[config.mk]
export PLATFORM = sky130hd
export DESIGN_NAME = imem_loader
export DESIGN_NICKNAME = d
export VERILOG_FILES = /design/src/rtl/imem_loader_pkg.sv /design/src/rtl/imem_loader.sv
export SDC_FILE = /design/constraint.sdc
export NUM_CORES = 1
export LEC_CHECK = 0
export ABC_AREA = 1
export BUFFER_PORTS_ARGS = -buffer_cell sky130_fd_sc_hd__buf_2
export CORE_MARGIN = 4
export CORE_UTILIZATION = 40
export DETAILED_ROUTE_END_ITERATION = 8
export PLACE_DENSITY = 0.64
export SYNTH_ARGS = -nofsm -noshare
export SYNTH_HDL_FRONTEND = slang
export SYNTH_SLANG_ARGS = --single-unit
[constraint.sdc]
create_clock -name clk -period 1.8 [get_ports clk]
set_clock_uncertainty 0.1 [all_clocks]
set_input_delay 0.54 -clock clk [delete_from_list [all_inputs] [get_ports clk]]
set_output_delay 0.54 -clock clk [all_outputs]
set_load 0.05 [all_outputs]
[src/rtl/imem_loader_pkg.sv]
// imem_loader_pkg: loader FSM states and default frame/memory constants
package imem_loader_pkg;

    typedef enum logic [2:0] {
        S_IDLE,
        S_LEN_LO,
        S_LEN_HI,
        S_DATA,
        S_CHK,
        S_DONE,
        S_ERR
    } loader_state_t;

    localparam int         DEF_MEM_BYTES = 1024;
    localparam logic [7:0] DEF_SYNC_BYTE = 8'hA5;

endpackage

[src/rtl/imem_loader.sv]
// imem_loader: framed byte-stream boot loader into byte-wide imem; IMEM_LOADER_CHECKSUM_EN adds a trailing XOR checksum byte
module imem_loader
    import imem_loader_pkg::*;
#(
    parameter int         MEM_BYTES = DEF_MEM_BYTES,
    parameter int         ADDR_W    = 10,
    parameter logic [7:0] SYNC_BYTE = DEF_SYNC_BYTE
) (
    input  logic              clk,
    input  logic              rst,
    input  logic [7:0]        rx_data,
    input  logic              rx_valid,
    output logic              rx_ready,
    output logic              mem_we,
    output logic [ADDR_W-1:0] mem_addr,
    output logic [7:0]        mem_wdata,
    output logic              cpu_hold,
    output logic              done,
    output logic              error
);

    loader_state_t     state_q, state_d;
    logic [15:0]       len_q, len_d;
    logic [ADDR_W-1:0] cnt_q, cnt_d;
    logic [ADDR_W-1:0] addr_q, addr_d;
    logic [7:0]        wdata_q, wdata_d;
    logic              we_q, we_d;
    logic              rdy_q;
    logic              fire, last, bad_len;
    logic [15:0]       full_len;

    assign fire     = rx_valid & rdy_q;
    assign full_len = {rx_data, len_q[7:0]};
    assign bad_len  = (full_len == 16'd0) || (full_len > 16'(MEM_BYTES));
    assign last     = 16'(cnt_q) == len_q - 16'd1;

`ifdef IMEM_LOADER_CHECKSUM_EN
    logic [7:0] chk_q, chk_d;
`endif

    always_ff @(posedge clk or posedge rst)
        if (rst) begin
            state_q <= S_IDLE;
            len_q   <= '0;
            cnt_q   <= '0;
            addr_q  <= '0;
            wdata_q <= '0;
            we_q    <= 1'b0;
            rdy_q   <= 1'b0;
`ifdef IMEM_LOADER_CHECKSUM_EN
            chk_q   <= '0;
`endif
        end else begin
            state_q <= state_d;
            len_q   <= len_d;
            cnt_q   <= cnt_d;
            addr_q  <= addr_d;
            wdata_q <= wdata_d;
            we_q    <= we_d;
            rdy_q   <= 1'b1;
`ifdef IMEM_LOADER_CHECKSUM_EN
            chk_q   <= chk_d;
`endif
        end

    always_comb begin
        state_d = state_q;
        if (fire)
            case (state_q)
                S_IDLE, S_DONE, S_ERR: state_d = rx_data == SYNC_BYTE ? S_LEN_LO : state_q;
                S_LEN_LO:              state_d = S_LEN_HI;
                S_LEN_HI:              state_d = bad_len ? S_ERR : S_DATA;
`ifdef IMEM_LOADER_CHECKSUM_EN
                S_DATA:                state_d = last ? S_CHK : S_DATA;
                S_CHK:                 state_d = rx_data == chk_q ? S_DONE : S_ERR;
`else
                S_DATA:                state_d = last ? S_DONE : S_DATA;
`endif
                default:               state_d = S_IDLE;
            endcase
    end

    // Counter saturates on the last byte so it never exceeds len-1.
    always_comb begin
        we_d    = fire && state_q == S_DATA;
        addr_d  = we_d ? cnt_q : addr_q;
        wdata_d = we_d ? rx_data : wdata_q;
        len_d   = fire && state_q == S_LEN_LO ? {8'h00, rx_data} :
                  fire && state_q == S_LEN_HI ? full_len : len_q;
        cnt_d   = fire && state_q == S_LEN_HI ? '0 :
                  we_d && !last ? cnt_q + 1'b1 : cnt_q;
    end

`ifdef IMEM_LOADER_CHECKSUM_EN
    always_comb begin
        chk_d = (state_d == S_LEN_LO && state_q != S_LEN_LO) ? 8'h00 :
                we_d ? chk_q ^ rx_data : chk_q;
    end
`endif

    always_comb begin
        done     = state_q == S_DONE;
        error    = state_q == S_ERR;
        cpu_hold = state_q != S_DONE;
    end

    assign rx_ready  = rdy_q;
    assign mem_we    = we_q;
    assign mem_addr  = addr_q;
    assign mem_wdata = wdata_q;

endmodule
==> After elaboration in Yosys (flattened, before gate mapping) <==
Index checks and enable logic that the tools add are counted.
W data, S select, Z words.
{ "word_totals": {"reg_bits": 49} }
{ "classes": {"n_addsub": 2, "order_cmp": 1, "n_eq_ne": 9, "n_mux": 8, "bitwise": 1, "reduce_logical": 12} }
{ "op_table": {"columns": ["operator", "count"], "rows": [
  ["$mux W16", 2],
  ["$mux W10", 2],
  ["$eq A10 B16 Y1", 1],
  ["$gt A16 B11 Y1 const B", 1],
  ["$logic_not A16 Y1", 1],
  ["$sub A16 B1 Y16 const B", 1],
  ["$pmux W3 S4", 1],
  ["$add A10 B1 Y10 const B", 1],
  ["$mux W3", 3],
  ["$eq A8 B8 Y1 const B", 1],
  ["$eq A3 B2 Y1 const B", 2],
  ["$eq A3 B3 Y1 const B", 2],
  ["$logic_and A1 B1 Y1", 4],
  ["$reduce_bool A2 Y1", 2],
  ["$eq A3 B1 Y1 const B", 1],
  ["$logic_not A3 Y1", 1],
  ["$ne A3 B3 Y1 const B", 1],
  ["$reduce_or A3 Y1", 1],
  ["$ne A2 B2 Y1 const B", 1],
  ["$reduce_and A2 Y1", 1],
  ["$and A1 B1 Y1", 1],
  ["$logic_not A1 Y1", 1],
  ["$logic_or A1 B1 Y1", 1]
]} }

==> Depth between registers and ports, before layout <==
Gate-level depths: netlist of the first run.
{ "logic_depth": {"depth_word": 6, "ltp_mapped": 16, "mapped_depth_nobuf": 16} }

==> Worst setup path after synthesis of the first run <==
No wires, ideal clock.
{ "synth_path": {"kind": "flip-flop to output port", "startpoint": "register state_q[0]", "endpoint": "output cpu_hold", "arrival_ns": 1.664, "required_time_ns": 1.160, "setup_slack_ns": -0.504, "stages_incl_launch_ff": 6, "n_path_buf": 0, "cell_sequence": "dfrtp_1 -> inv_1 -> nor2_1 -> inv_1 -> nor2_1 -> inv_1"} }
{ "synth_via": {"elab_chain_len": 1} }
{ "synth_rtl": {"columns": ["element", "line", "text"], "rows": [
  ["start: declaration", "imem_loader.sv:22", "loader_state_t state_q, state_d;"],
  ["start signal: assignment", "imem_loader.sv:54", "state_q <= state_d;"],
  ["$ne A3 B3 Y1", "imem_loader.sv:104", "cpu_hold = state_q != S_DONE;"],
  ["end: declaration", "imem_loader.sv:17", "output logic cpu_hold,"]
]} }
Every way passes these cells.

==> Final worst setup path of the first run <==
{ "layout_path": {"startpoint": "register len_q[0]", "endpoint": "register cnt_q[9]"} }
{ "layout_via": {"elab_chain_len": 5} }
{ "layout_rtl": {"columns": ["element", "line", "text"], "rows": [
  ["start: declaration", "imem_loader.sv:23", "logic [15:0] len_q, len_d;"],
  ["start signal: assignment", "imem_loader.sv:55", "len_q <= len_d;"],
  ["$sub A16 B1 Y16", "imem_loader.sv:35", "assign last = 16'(cnt_q) == len_q - 16'd1;"],
  ["$eq A10 B16 Y1", "imem_loader.sv:35", null],
  ["$logic_not A1 Y1", "imem_loader.sv:91", "we_d && !last ? cnt_q + 1'b1 : cnt_q;"],
  ["$logic_and A1 B1 Y1", "imem_loader.sv:91", null],
  ["$reduce_bool A2 Y1 (no source line)", null, null],
  ["end signal: assignment", "imem_loader.sv:56", "cnt_q <= cnt_d;"],
  ["end: declaration", "imem_loader.sv:24", "logic [ADDR_W-1:0] cnt_q, cnt_d;"]
]} }
Every way passes these cells.
A chain may end at the register's enable or synchronous reset.

==> results.yml, run 1 <==
outcome:
  status: "finished with violations"
  violations: "negative setup slack"
synth:
  syn_area_per_cell_sq_um: 7.33
  syn_area_sq_mm: 0.00292
  synthCells: 398
  ys_types: 33
  ys_seq_elements: 49
  synth_area_leader_cell: "dfrtp_1"
  netlist_top_cells_area: "dfrtp_1, nand2_1, inv_1"
  synth_warnings: 0
  yosysTopAreaCellShare_pct: 42.0
  synth-seq-area-share_pct: 42.0
  syn-num-nets: 411
cells_and_area:
  most-common-layout-cells: "nand2_1, buf_4, dfrtp_1"
  final_util_pct: 56.1
  layout.cells.non_filler: 591
  diodes: 0
  final_common_cell: "nand2_1"
  fillers: 664
  syn_to_final_growth_pct: 33.5
  layout-drive-gt1-share_pct: 31.5
  final_nets: 508
power_and_ir_drop:
  power.density_mw_per_mm2: 1570
  leakage_nw: 2.02
  ir_drop_v: 0.00106
  p_total_mw: 6.12
global_routing:
  grt_max_degree: 50
  grt_usage_pct: 19.4
  grt_overflow: 0
  antenna_found_initial: 0
  grt_pass1_vias: 2893
  grt_pass1_wl_um: 13400
setup_path:
  cp.required_ps: 1890
  cp_max_fo: 5
  worstSetupPathType: "register to register"
  critPathLaunchType: "register"
  crit_path_end_kind: "register"
  cp.arrival_ps: 2090
clocking:
  postCtsHoldBufs: 0
  cts_num_sinks: 49
  cts.path.max_buffers: 2
  cts_tree: "done"
  clk_pin_slew_ps: 90
  cts_buffers: 5
  clock-root-buffer: "clkbuf_8"
  cts_max_level: 2
  insertion_delay_ps: 300
placed_design:
  pre_cts_slack_ps: -249
  post-dp-hpwl_um: 6070
  gp_congestion: 0.910
  io_buffers: 33
  placed_cells: 577
worst_hold_path:
  hp-class: "primary input to asynchronous set/reset pin"
sta:
  period_minus_slack_ps: 2000
  setup_violations: 15
  finalCritPeriodShare_pct: 111
  hold_viol_final: 0
  rsz0062_at_grt: "true"
  fin_ws_ps: -198
  maxSlewViolCount: 0
  fin_hold_ws_ps: 177
  fmax_ghz: 0.500
routing:
  wl_um: 7830
  dr.pass1.iters: 5
  wl_per_cell_um: 13.2
  drtIter0Drc: 192
  drc: 0
  final_antenna_net_count: 0
  viasPerCell: 4.93
  vias: 2911
floorplan:
  die_x_um: 93.4
  fp.dieH_um: 93.4
  start_util_pct: 42.0
  io-pin-count: 34
  rows: 30
  dieArea_sq_mm: 0.00872
  coreArea_sq_mm: 0.00694
job:
  max_cap_violations: 0
-- report_power, final --
part | leakage [nW] | switching, mW | internal (mW)
clock network | 0.0443 | 0.340 | 0.305
registers | 0.646 | 0.294 | 1.43
logic | 1.33 | 2.23 | 1.52
-- cells in the mapped netlist (all sizes together) --
master,n
nand3,34
ha,2
conb,1
o21bai,2
inv,56
xnor2,2
o22ai,6
clkbuf,6
nor2,40
nor3b,1
nor4,6
a31oi,1
dfrtp,49
or2,2
xor2,11
nand2,118
o21ai,33
buf,4
nor3,3
nand3b,1
a21oi,3
nand4,17
-- stage by stage --
step / instance area, sq um / setup TNS (ps)
4_1_cts: 3830 / -2320
5_1_grt: 3900 / -4400
2_1_floorplan: 2940 / -432
3_3_place_gp: 3660 / -2560
3_5_place_dp: 3660 / -2840
6_report: 3900 / -2400
-- repair_timing --
action	in CTS	in global routing
gates cloned	0	0
pin swaps	8	10
setup endpoints to repair	16	34
buffers inserted	3	4
resized for setup	24	15
-- cells by family after synthesis --
group / synth area share, %
other cells: 0.129
compound gates: 8.32
xor+xnor: 3.90
flops: 42.0
fa+ha+maj: 0.857
buf+inv: 9.05
simple gates: 35.7
-- worst paths after layout --
path | startpoint | end | slack [ps] | depth (start not counted)
max in group asynchronous | rst | len_q[4] | 1170 | 3
min in group clk | mem_addr[0] | mem_addr[0] | 390 | 2
worst max-delay path | len_q[0] | cnt_q[9] | -200 | 13
worst min register to register | mem_addr[0] | mem_addr[0] | 390 | 2
worst min-delay path | rst | mem_addr[3] | 180 | 3
worst max register to register | len_q[0] | cnt_q[9] | -200 | 13
-- layer usage --
| layer | GRT usage, % | part of all wire [%] |
|---|---|---|
| met5 | 0 | 0 |
| met4 | 8.55 | 3.4 |
| met3 | 2.82 | 4.6 |
| met2 | 30.1 | 45 |
| met1 | 26.8 | 47 |
-- critical path, stage by stage (launching register included) --
cell and delay, ps:
dfrtp_1 400, inv_2 90, ha_4 150, buf_4 100, nand3_1 80, nand3_1 160
nand2_1 70, inv_1 70, nand4_1 120, nor2_2 150, nand3_4 130, buf_6 160
nand4_1 60, nand2_1 60
-- state kept, by name, indices dropped and copies added (netlist names) --
signal / cells
state_q: 3
rx_ready: 1
mem_we: 1
mem_wdata: 8
cnt_q: 10
mem_addr: 10
len_q: 16
-- area by class of cell --
cell class,instances,area [sq um],area share [%]
Clock buffer,7,86.3,2.22
Tap cell,96,120,3.08
Inverter,56,216,5.56
Multi-Input combinational cell,283,1510,38.6
Timing Repair Buffer,100,739,19.0
Sequential cell,49,1230,31.5
(Power assumes the default switching activity.)
==> run 2, diff against run 1 <==
CORE_MARGIN = not set   (was 4)
CTS_CLUSTER_DIAMETER = 60   (was not set)
PLACE_DENSITY = 0.58   (was 0.64)
==> run 2 against run 1 <==
  * The run still ends with negative setup slack left
  * Maximum frequency about the same
  * Die area shrank 12%
  * Hold slack better by 13 ps
  * Count of clock-buffer cells in the layout shrank 1
  * Cell area down 1.4%
  * Global-route usage increased by 2.8 points
  * Sequential power about the same
  * Setup slack hardly changed
  * Combinational power shrank 3%
  * Routed wire length rose by 0.87%
  * Sequential share of layout area increased by 0.43 points
  * Largest cell class unchanged
  * Highest routed layer unchanged
==> results.yml, run 2 (synthesis gave the netlist of run 1 again) <==
cells_and_area:
  most-common-layout-cells: "nand2_1, buf_4, dfrtp_1"
  largest_reg_flops: 16
  register_area_sq_mm: 0.00123
  top_register: "len_q"
  multi_input_area_sq_mm: 0.00151
  syn_to_final_growth_pct: 31.6
  final_nets: 499
  layout-drive-gt1-share_pct: 30.9
  final_common_cell: "nand2_1"
  diodes: 0
  fillers: 692
  layout.cells.non_filler: 582
placed_design:
  gp_congestion: 0.935
  io_buffers: 33
  pre_cts_slack_ps: -214
  placed_cells: 568
  post-dp-hpwl_um: 5910
setup_path:
  cp.arrival_ps: 2100
  slowest_delay_ps: 390
  path_cells: "inv_2 > ha_4 > nand3_4 > nor2_4 > nand3_1 > nand2_1 > nand4_1 > nor2_2 > nand3_2 > buf_12 > nand4_1 > nand2_1"
  cp.required_ps: 1900
  rrSetupSlack_ps: -200
  crit_end: "cnt_q[5]"
  crit_family: "simple AND/OR/NAND/NOR gates"
  rr_worst_depth: 12
  cp_num_buf_inv: 2
  cp-startpoint: "len_q[0]"
  r2r_end: "cnt_q[5]"
  worstSetupPathType: "register to register"
  cp_max_fo: 10
  slowest_stage: "dfrtp_1"
  path_depth: 12
  critPathLaunchType: "register"
  crit-reg2reg-launch: "len_q[0]"
  crit_path_end_kind: "register"
floorplan:
  die_x_um: 87.4
  coreArea_sq_mm: 0.00691
  rows: 30
  dieArea_sq_mm: 0.00764
  fp.dieH_um: 87.4
  start_util_pct: 42.2
  io-pin-count: 34
routing:
  dr.pass1.iters: 4
  drc: 0
  wl_per_cell_um: 13.6
  drtIter0Drc: 162
  wl_um: 7900
  vias: 2829
  viasPerCell: 4.86
  final_antenna_net_count: 0
power_and_ir_drop:
  leakage_nw: 1.99
  clkPwrFrac_pct: 11.0
  p_seq_share_pct: 28.4
  ir_drop_v: 0.000917
  p_int_mw: 3.18
  power.density_mw_per_mm2: 1570
  p_comb_share_pct: 60.6
  p_switching_mw: 2.87
  swShare_pct: 47.4
global_routing:
  grt_pass1_wl_um: 13000
  grtUsageMet3_pct: 2.65
  met1_usage_pct: 32.5
  grt_max_degree: 50
  grt_overflow: 0
  met2_usage_pct: 35.2
  grt_usage_pct: 22.2
  grt_pass1_vias: 2658
  antenna_found_initial: 0
  grt-busiest-layer: "met2"
clocking:
  cts.path.max_buffers: 2
  clock-root-buffer: "clkbuf_8"
  insertion_delay_ps: 300
  cts_max_level: 2
  cts_buffers: 5
  cts_num_sinks: 49
  clk_pin_slew_ps: 90
  postCtsHoldBufs: 0
  cts_tree: "done"
sta:
  rsz0062_at_grt: "true"
  fin_ws_ps: -198
  fmax_ghz: 0.500
  finalCritPeriodShare_pct: 111
  maxSlewViolCount: 0
  period_minus_slack_ps: 2000
  setup_violations: 15
  hold_viol_final: 0
outcome:
  status: "finished with violations"
  violations: "negative setup slack"
job:
  max_cap_violations: 0
worst_hold_path:
  hp-class: "primary input to asynchronous set/reset pin"
## run 2: worst register-to-register path: stages, from the launching register on
cell and delay [ps]:
dfrtp_1 390, inv_2 80, ha_4 150, nand3_4 110
nor2_4 190, nand3_1 100, nand2_1 70, nand4_1 110
nor2_2 140, nand3_2 150, buf_12 180, nand4_1 70
nand2_1 60
## run 2: routing by layer
metal	wire, um	vias to the layer above
li1	-	1452
met1	3950	1312
met4	55	0
met5	0	-
met2	3570	60
met3	312	5
## run 2: how the worst min path moves through the flow
| stage | from | end | cells past startpoint |
|---|---|---|---|
| final | rst | cnt_q[0] | 3 |
| after detailed placement | mem_addr[8] | mem_addr[8] | 2 |
| after CTS | rst | mem_addr[6] | 3 |
| after floorplan | cnt_q[7] | cnt_q[7] | 2 |
| after global placement | mem_addr[8] | mem_addr[8] | 2 |
| after global routing | rst | mem_addr[6] | 3 |
## run 2: final cells by class
class                      count  area share [%]
multi-input combinational    283            39.4
clock buffer                   6            2.15
tap                           96            3.13
inverter                      56            5.64
timing repair buffer          91            17.5
clock inverter                 1           0.196
sequential                    49            32.0
## run 2: per-stage QoR
stage	setup TNS [ps]	cell area, sq um	hold WS [ps]	total power [mW]	utilization (%)
after floorplan	-432	2940	398	3.89	-
after global placement	-2000	3610	363	5.03	52.2
after detailed placement	-2440	3610	369	5.07	52.2
after CTS	-2270	3770	197	5.88	54.5
after global routing	-4600	3840	204	6.53	55.6
final	-2410	3840	189	6.04	55.6
## run 2: power groups by stage
stage / clock, mW / sequential, mW / combinational [mW]
5_1_grt: 0.714 / 1.76 / 4.06
3_5_place_dp: 0 / 1.71 / 3.36
2_1_floorplan: 0 / 2.09 / 1.80
4_1_cts: 0.682 / 1.70 / 3.50
3_3_place_gp: 0 / 1.72 / 3.32
6_report: 0.664 / 1.72 / 3.66
## run 2: repair_timing
action / in CTS / in global routing
gates resized for setup: 15 / 22
setup endpoints to repair: 16 / 35
buffers inserted: 4 / 3
pin swaps: 7 / 7
